### src/rtl/phys_reg_alloc_ctrl.sv
// Dispatch-side physical register allocator: picks up to N free regs per cycle from the free-list
// bit-vector. Optional macro ALLOC_RR_EN enables a round-robin search pointer; otherwise the scan starts at reg 1.
module phys_reg_alloc_ctrl #(
  parameter  int N           = 3,
  parameter  int PHYS_REGS   = 64,
  parameter  int RECOVER_CYC = 2,
  localparam int PREG_W      = $clog2(PHYS_REGS),
  localparam int CNT_W       = $clog2(N + 1),
  localparam int FC_W        = $clog2(PHYS_REGS + 1)
) (
  input  logic                         clock,
  input  logic                         reset,
  input  logic [PHYS_REGS-1:0]         free_list,
  input  logic                         restore_flag,
  input  logic [CNT_W-1:0]             dispatch_req,
  output logic [N-1:0]                 alloc_valid,
  output logic [N-1:0][PREG_W-1:0]     alloc_regs,
  output logic [CNT_W-1:0]             alloc_count,
  output logic [PHYS_REGS-1:0]         updated_free_list,
  output logic [FC_W-1:0]              free_count,
  output logic                         stall
);

  localparam int REC_W = (RECOVER_CYC > 1) ? $clog2(RECOVER_CYC) : 1;
  localparam logic [REC_W-1:0] REC_LOAD = REC_W'(RECOVER_CYC - 1);

  typedef enum logic [1:0] {
    ST_WARM    = 2'd0,
    ST_RUN     = 2'd1,
    ST_RECOVER = 2'd2
  } state_t;

  state_t                 state_q;
  logic [REC_W-1:0]       rec_cnt_q;
  logic [CNT_W-1:0]       req_eff_s;
  logic                   grant_en_s;
  logic [PREG_W-1:0]      scan_base_s;
  logic [PREG_W:0]        pos_s;
  logic [PREG_W-1:0]      idx_s;
  logic [CNT_W-1:0]       taken_s;
  logic [PHYS_REGS-1:0]   grant_mask_s;
  logic [FC_W-1:0]        fc_d;

  // Count of free regs, reg 0 excluded since it is never allocatable.
  function automatic logic [FC_W-1:0] popcnt_no0(input logic [PHYS_REGS-1:0] v);
    logic [FC_W-1:0] c;
    c = '0;
    for (int i = 1; i < PHYS_REGS; i++) begin
      c = c + FC_W'(v[i]);
    end
    return c;
  endfunction

  assign req_eff_s  = (dispatch_req > CNT_W'(N)) ? CNT_W'(N) : dispatch_req;
  assign grant_en_s = reset && (state_q == ST_RUN) && !restore_flag;

`ifdef ALLOC_RR_EN
  logic [PREG_W-1:0] ptr_q;
  logic [PREG_W-1:0] ptr_d;
  logic [PREG_W-1:0] last_idx_s;
  assign scan_base_s = ptr_q;
`else
  assign scan_base_s = PREG_W'(1);
`endif

  // Scan regs 1..PHYS_REGS-1 starting at scan_base_s, filling slots in scan order.
  always_comb begin
    alloc_valid  = '0;
    alloc_regs   = '0;
    grant_mask_s = '0;
    taken_s      = '0;
    pos_s        = '0;
    idx_s        = '0;
`ifdef ALLOC_RR_EN
    last_idx_s   = '0;
`endif
    for (int off = 0; off < PHYS_REGS - 1; off++) begin
      pos_s = {1'b0, scan_base_s - PREG_W'(1)} + (PREG_W+1)'(off);
      if (pos_s >= (PREG_W+1)'(PHYS_REGS - 1)) begin
        pos_s = pos_s - (PREG_W+1)'(PHYS_REGS - 1);
      end else begin
        pos_s = pos_s;
      end
      idx_s = pos_s[PREG_W-1:0] + PREG_W'(1);
      if (grant_en_s && free_list[idx_s] && (taken_s < req_eff_s)) begin
        alloc_valid[taken_s] = 1'b1;
        alloc_regs[taken_s]  = idx_s;
        grant_mask_s[idx_s]  = 1'b1;
`ifdef ALLOC_RR_EN
        last_idx_s           = idx_s;
`endif
        taken_s              = taken_s + CNT_W'(1);
      end else begin
        taken_s = taken_s;
      end
    end
  end

  assign alloc_count       = taken_s;
  assign updated_free_list = free_list & ~grant_mask_s;
  assign stall             = (req_eff_s > taken_s);
  assign fc_d              = popcnt_no0(updated_free_list);

`ifdef ALLOC_RR_EN
  // Next search start: one past the last granted reg, wrapping past reg 0.
  always_comb begin
    if (taken_s != CNT_W'(0)) begin
      if (last_idx_s == PREG_W'(PHYS_REGS - 1)) begin
        ptr_d = PREG_W'(1);
      end else begin
        ptr_d = last_idx_s + PREG_W'(1);
      end
    end else begin
      ptr_d = ptr_q;
    end
  end

  // Round-robin pointer; survives mispredict recovery, only reset reinitialises it.
  always_ff @(posedge clock) begin
    if (!reset) begin
      ptr_q <= PREG_W'(1);
    end else begin
      ptr_q <= ptr_d;
    end
  end
`endif

  // Control FSM plus registered free-count.
  always_ff @(posedge clock) begin
    if (!reset) begin
      state_q    <= ST_WARM;
      rec_cnt_q  <= '0;
      free_count <= '0;
    end else begin
      free_count <= fc_d;
      case (state_q)
        ST_WARM: begin
          if (restore_flag) begin
            state_q   <= ST_RECOVER;
            rec_cnt_q <= REC_LOAD;
          end else begin
            state_q   <= ST_RUN;
          end
        end
        ST_RUN: begin
          if (restore_flag) begin
            state_q   <= ST_RECOVER;
            rec_cnt_q <= REC_LOAD;
          end else begin
            state_q   <= ST_RUN;
          end
        end
        ST_RECOVER: begin
          if (restore_flag) begin
            rec_cnt_q <= REC_LOAD;
          end else if (rec_cnt_q == REC_W'(0)) begin
            state_q   <= ST_RUN;
          end else begin
            rec_cnt_q <= rec_cnt_q - REC_W'(1);
          end
        end
        default: begin
          state_q   <= ST_WARM;
          rec_cnt_q <= '0;
        end
      endcase
    end
  end

endmodule

### config.mk
export PLATFORM = sky130hd
export DESIGN_NAME = phys_reg_alloc_ctrl
export DESIGN_NICKNAME = d
export VERILOG_FILES = /design/src/rtl/phys_reg_alloc_ctrl.sv
export SDC_FILE = /design/constraint.sdc
export NUM_CORES = 1
export LEC_CHECK = 0
export ABC_AREA = 1
export CORE_ASPECT_RATIO = 0.6
export CORE_MARGIN = 2
export CORE_UTILIZATION = 59
export CTS_CLUSTER_DIAMETER = 120
export CTS_CLUSTER_SIZE = 40
export DETAILED_ROUTE_END_ITERATION = 10
export HOLD_SLACK_MARGIN = 0.1
export PLACE_DENSITY = 0.85
export SLEW_MARGIN = 20
export SYNTH_ARGS = -nofsm -noshare
export SYNTH_HDL_FRONTEND = slang
export SYNTH_SLANG_ARGS = --single-unit
### constraint.sdc
create_clock -name clock -period 161.2 [get_ports clock]
set_input_delay 48.36 -clock clock [delete_from_list [all_inputs] [get_ports clock]]
set_output_delay 48.36 -clock clock [all_outputs]
set_load 0.02 [all_outputs]
==> results <==
==> cell type report <==
type                    count  area [sq um]
repair buffers            166          1640
multi-input cells        1568         10300
flip-flops and latches     10           200
well taps                 279           349
fillers                  1941          6430
clock buffers               3          75.1
inverters                 509          1910
==> power groups by stage <==
| stage | Sequential [mW] | Combinational, mW | Clock [mW] |
|---|---|---|---|
| after CTS | 0.00467 | 0.223 | 0.00438 |
| after global routing | 0.00472 | 0.258 | 0.00459 |
| after floorplan | 0.00547 | 0.162 | 0 |
| after global placement | 0.00468 | 0.208 | 0 |
| after detailed placement | 0.00471 | 0.218 | 0 |
| final | 0.00467 | 0.226 | 0.00441 |
==> worst max path at each step <==
stage,from,endpoint
final,reset,stall
after floorplan,dispatch_req[1],stall
after global placement,restore_flag,stall
after CTS,reset,stall
after detailed placement,reset,stall
after global routing,reset,stall
==> synth_stat cells (7+ instances only) <==
cell,instances,share of area
nand2_1,540,0.16
inv_1,462,0.14
ha_1,264,0.26
nand3_1,181,0.072
nor2_1,133,0.040
o21ai_0,87,0.035
nand2_2,60,0.030
nor3_1,58,0.023
fa_1,54,0.086
a21oi_1,38,0.015
clkinv_1,34,0.010
nand4_1,30,0.015
o221ai_1,16,0.011
o22ai_1,15,0.0075
inv_2,13,0.0039
o2111ai_1,12,0.0084
o211ai_1,11,0.0066
dfxtp_1,10,0.016
nand3b_1,9,0.0054
buf_6,8,0.0072
nor3b_1,7,0.0042
o21a_1,7,0.0042
==> sequential cells by signal, summed over array words and instances, names as in the netlist <==
| register | cells |
|---|---|
| free_count | 7 |
| state_q | 2 |
| rec_cnt_q | 1 |
==> critical path, delay by kind of cell <==
| family | cells | cell delay [ns] |
|---|---|---|
| AOI/OAI and AO/OA | 62 | 13.51 |
| adders and majority gates | 62 | 16.43 |
| buffers and inverters | 15 | 2.96 |
| and+or+nand+nor | 169 | 25.87 |
==> layer usage <==
layer,global-route usage,vias to the layer above,wire length [microns]
li1,-,6938,-
met1,0.537,6291,18600
met2,0.527,696,15600
met3,0.0453,46,4560
met4,0.0555,0,568
met5,0,-,0
==> per-stage QoR <==
step | util | setup TNS, ns | hold WS, ns | instances | setup slack, ns
global route | 0.693 | -0.0314 | 0.615 | 2535 | -0.0314
global placement | 0.687 | 0 | 0.511 | 2532 | 5.79
floorplan | - | 0 | 0.489 | 2108 | 11.43
detailed placement | 0.687 | 0 | 0.509 | 2532 | 2.53
CTS | 0.690 | 0 | 0.514 | 2535 | 2.33
finish | 0.693 | 0 | 0.515 | 2535 | 5.57
==> logic make-up after synthesis <==
family | synth area share
adder cells (fa/ha/maj) | 0.349
flip-flops | 0.0160
AND/OR/NAND/NOR | 0.367
buffers and inverters | 0.166
AO/OA/AOI/OAI | 0.102
==> flow_metrics.tcl <==
set metrics [dict create \
    p_total_uw 235 \
    ff2ff_path_depth 318 \
    synth-edff-count 0 \
    report.final.hold_viol_count 0 \
    net-switching-power_uw 141 \
    p_sw_frac 0.601 \
    worst-path-max-fanout 20 \
    fin_nets 2645 \
    p_clk_frac 0.019 \
    whs_path_depth 2 \
    setup_violations 0 \
    routedWlPerCell_microns 15.5 \
    period_needed_ns 155.63 \
    max_slew_margin 0.415 \
    post-cts-setup-buffers 0 \
    insertedDiodeCount 0 \
    cts_buffer_depth 2 \
    synth_cells 2108 \
    ctsRootBufferMaster "clkbuf_16" \
    ctsHoldBuffers 0 \
    period_share 0.965 \
    slowest_delay_ns 0.65 \
    crit_slowest_cell "clkdlybuf4s50_1" \
    overflow 0 \
    ys_ff_latch 10 \
    r2r-start "state_q[0]" \
    seqPwrFrac 0.020 \
    die_area_sq_mm 0.0225 \
    core_area_sq_mm 0.0209 \
    synth_area_sq_mm 0.0125 \
    design_area_sq_mm 0.0145 \
    syn_to_final_growth_pct 15.6 \
    crit_path_start_kind "input pin" \
    grt_pass1_wl_mm 63.2 \
    ant_nets 0 \
    skew_ns 0.00158 \
    crit_arrival_ns 107.27 \
    cp.required_ns 112.84 \
    ir_drop_mv 0.0245 \
    vias 13971 \
    ys_seq_area_frac 0.0160 \
    die_h_microns 117 \
    io_pins 164 \
    combinationalPowerShare 0.961 \
    ff2ff_setup_slack_ns 98.77 \
    io_buffers 161 \
    cp-end-kind "primary output" \
    drv_cap 0 \
    grt_pass1_vias 12924 \
    layout-drive-gt1-share 0.0510 \
    hp-class "flip-flop to flip-flop" \
    dp_hpwl_mm 33.9 \
    syn-mean-instance-area_sq_um 5.95 \
    grt_max_degree 51 \
    vias_per_cell 5.51 \
    place_area_sq_mm 0.0144 \
    p_int_uw 94.0 \
    mostFrequentLayoutCells "536 x nand2_1, 461 x inv_1, 264 x ha_1" \
    path_common_cell "nand2_1" \
    start_util 0.599 \
    tightest_slew_ns 0.867 \
    layout_commonest_cell "nand2_1" \
    synthDistinctLibCells 48 \
    worstHoldStart "rec_cnt_q" \
    drc 0 \
    h-tree-depth 1 \
    antenna_found_initial 0 \
    pwr_density_cell_mw_per_mm2 16.2 \
    fmax_mhz 6.43 \
    clock-sinks 10 \
    min_to "rec_cnt_q" \
    grtUsageTotal 0.350 \
    synth_flop_cell "dfxtp_1" \
    routed_wl_mm 39.4 \
    first_pass_iters 7 \
    r2r-end "free_count[5]" \
    drtIter0Drc 1289 \
    outcome "complete, no violations" \
    cts_tree "done" \
    die_w_microns 192 \
    clk_latency_ns 0.24 \
    numCtsBuffers 3 \
    power.leakage_nw 8.22 \
    gp_congestion 0.971 \
    placementRows 41 \
    ctsResizeCount 0 \
    synth_warnings 0 \
    critical_path_class "input pin to primary output" \
    synthesis.nets 2495 \
    slew_violations 0 \
    clk_pin_slew_ns 0.04 \
    ys_async_sr_fraction 0 \
]
(Power assumes the default switching activity.)
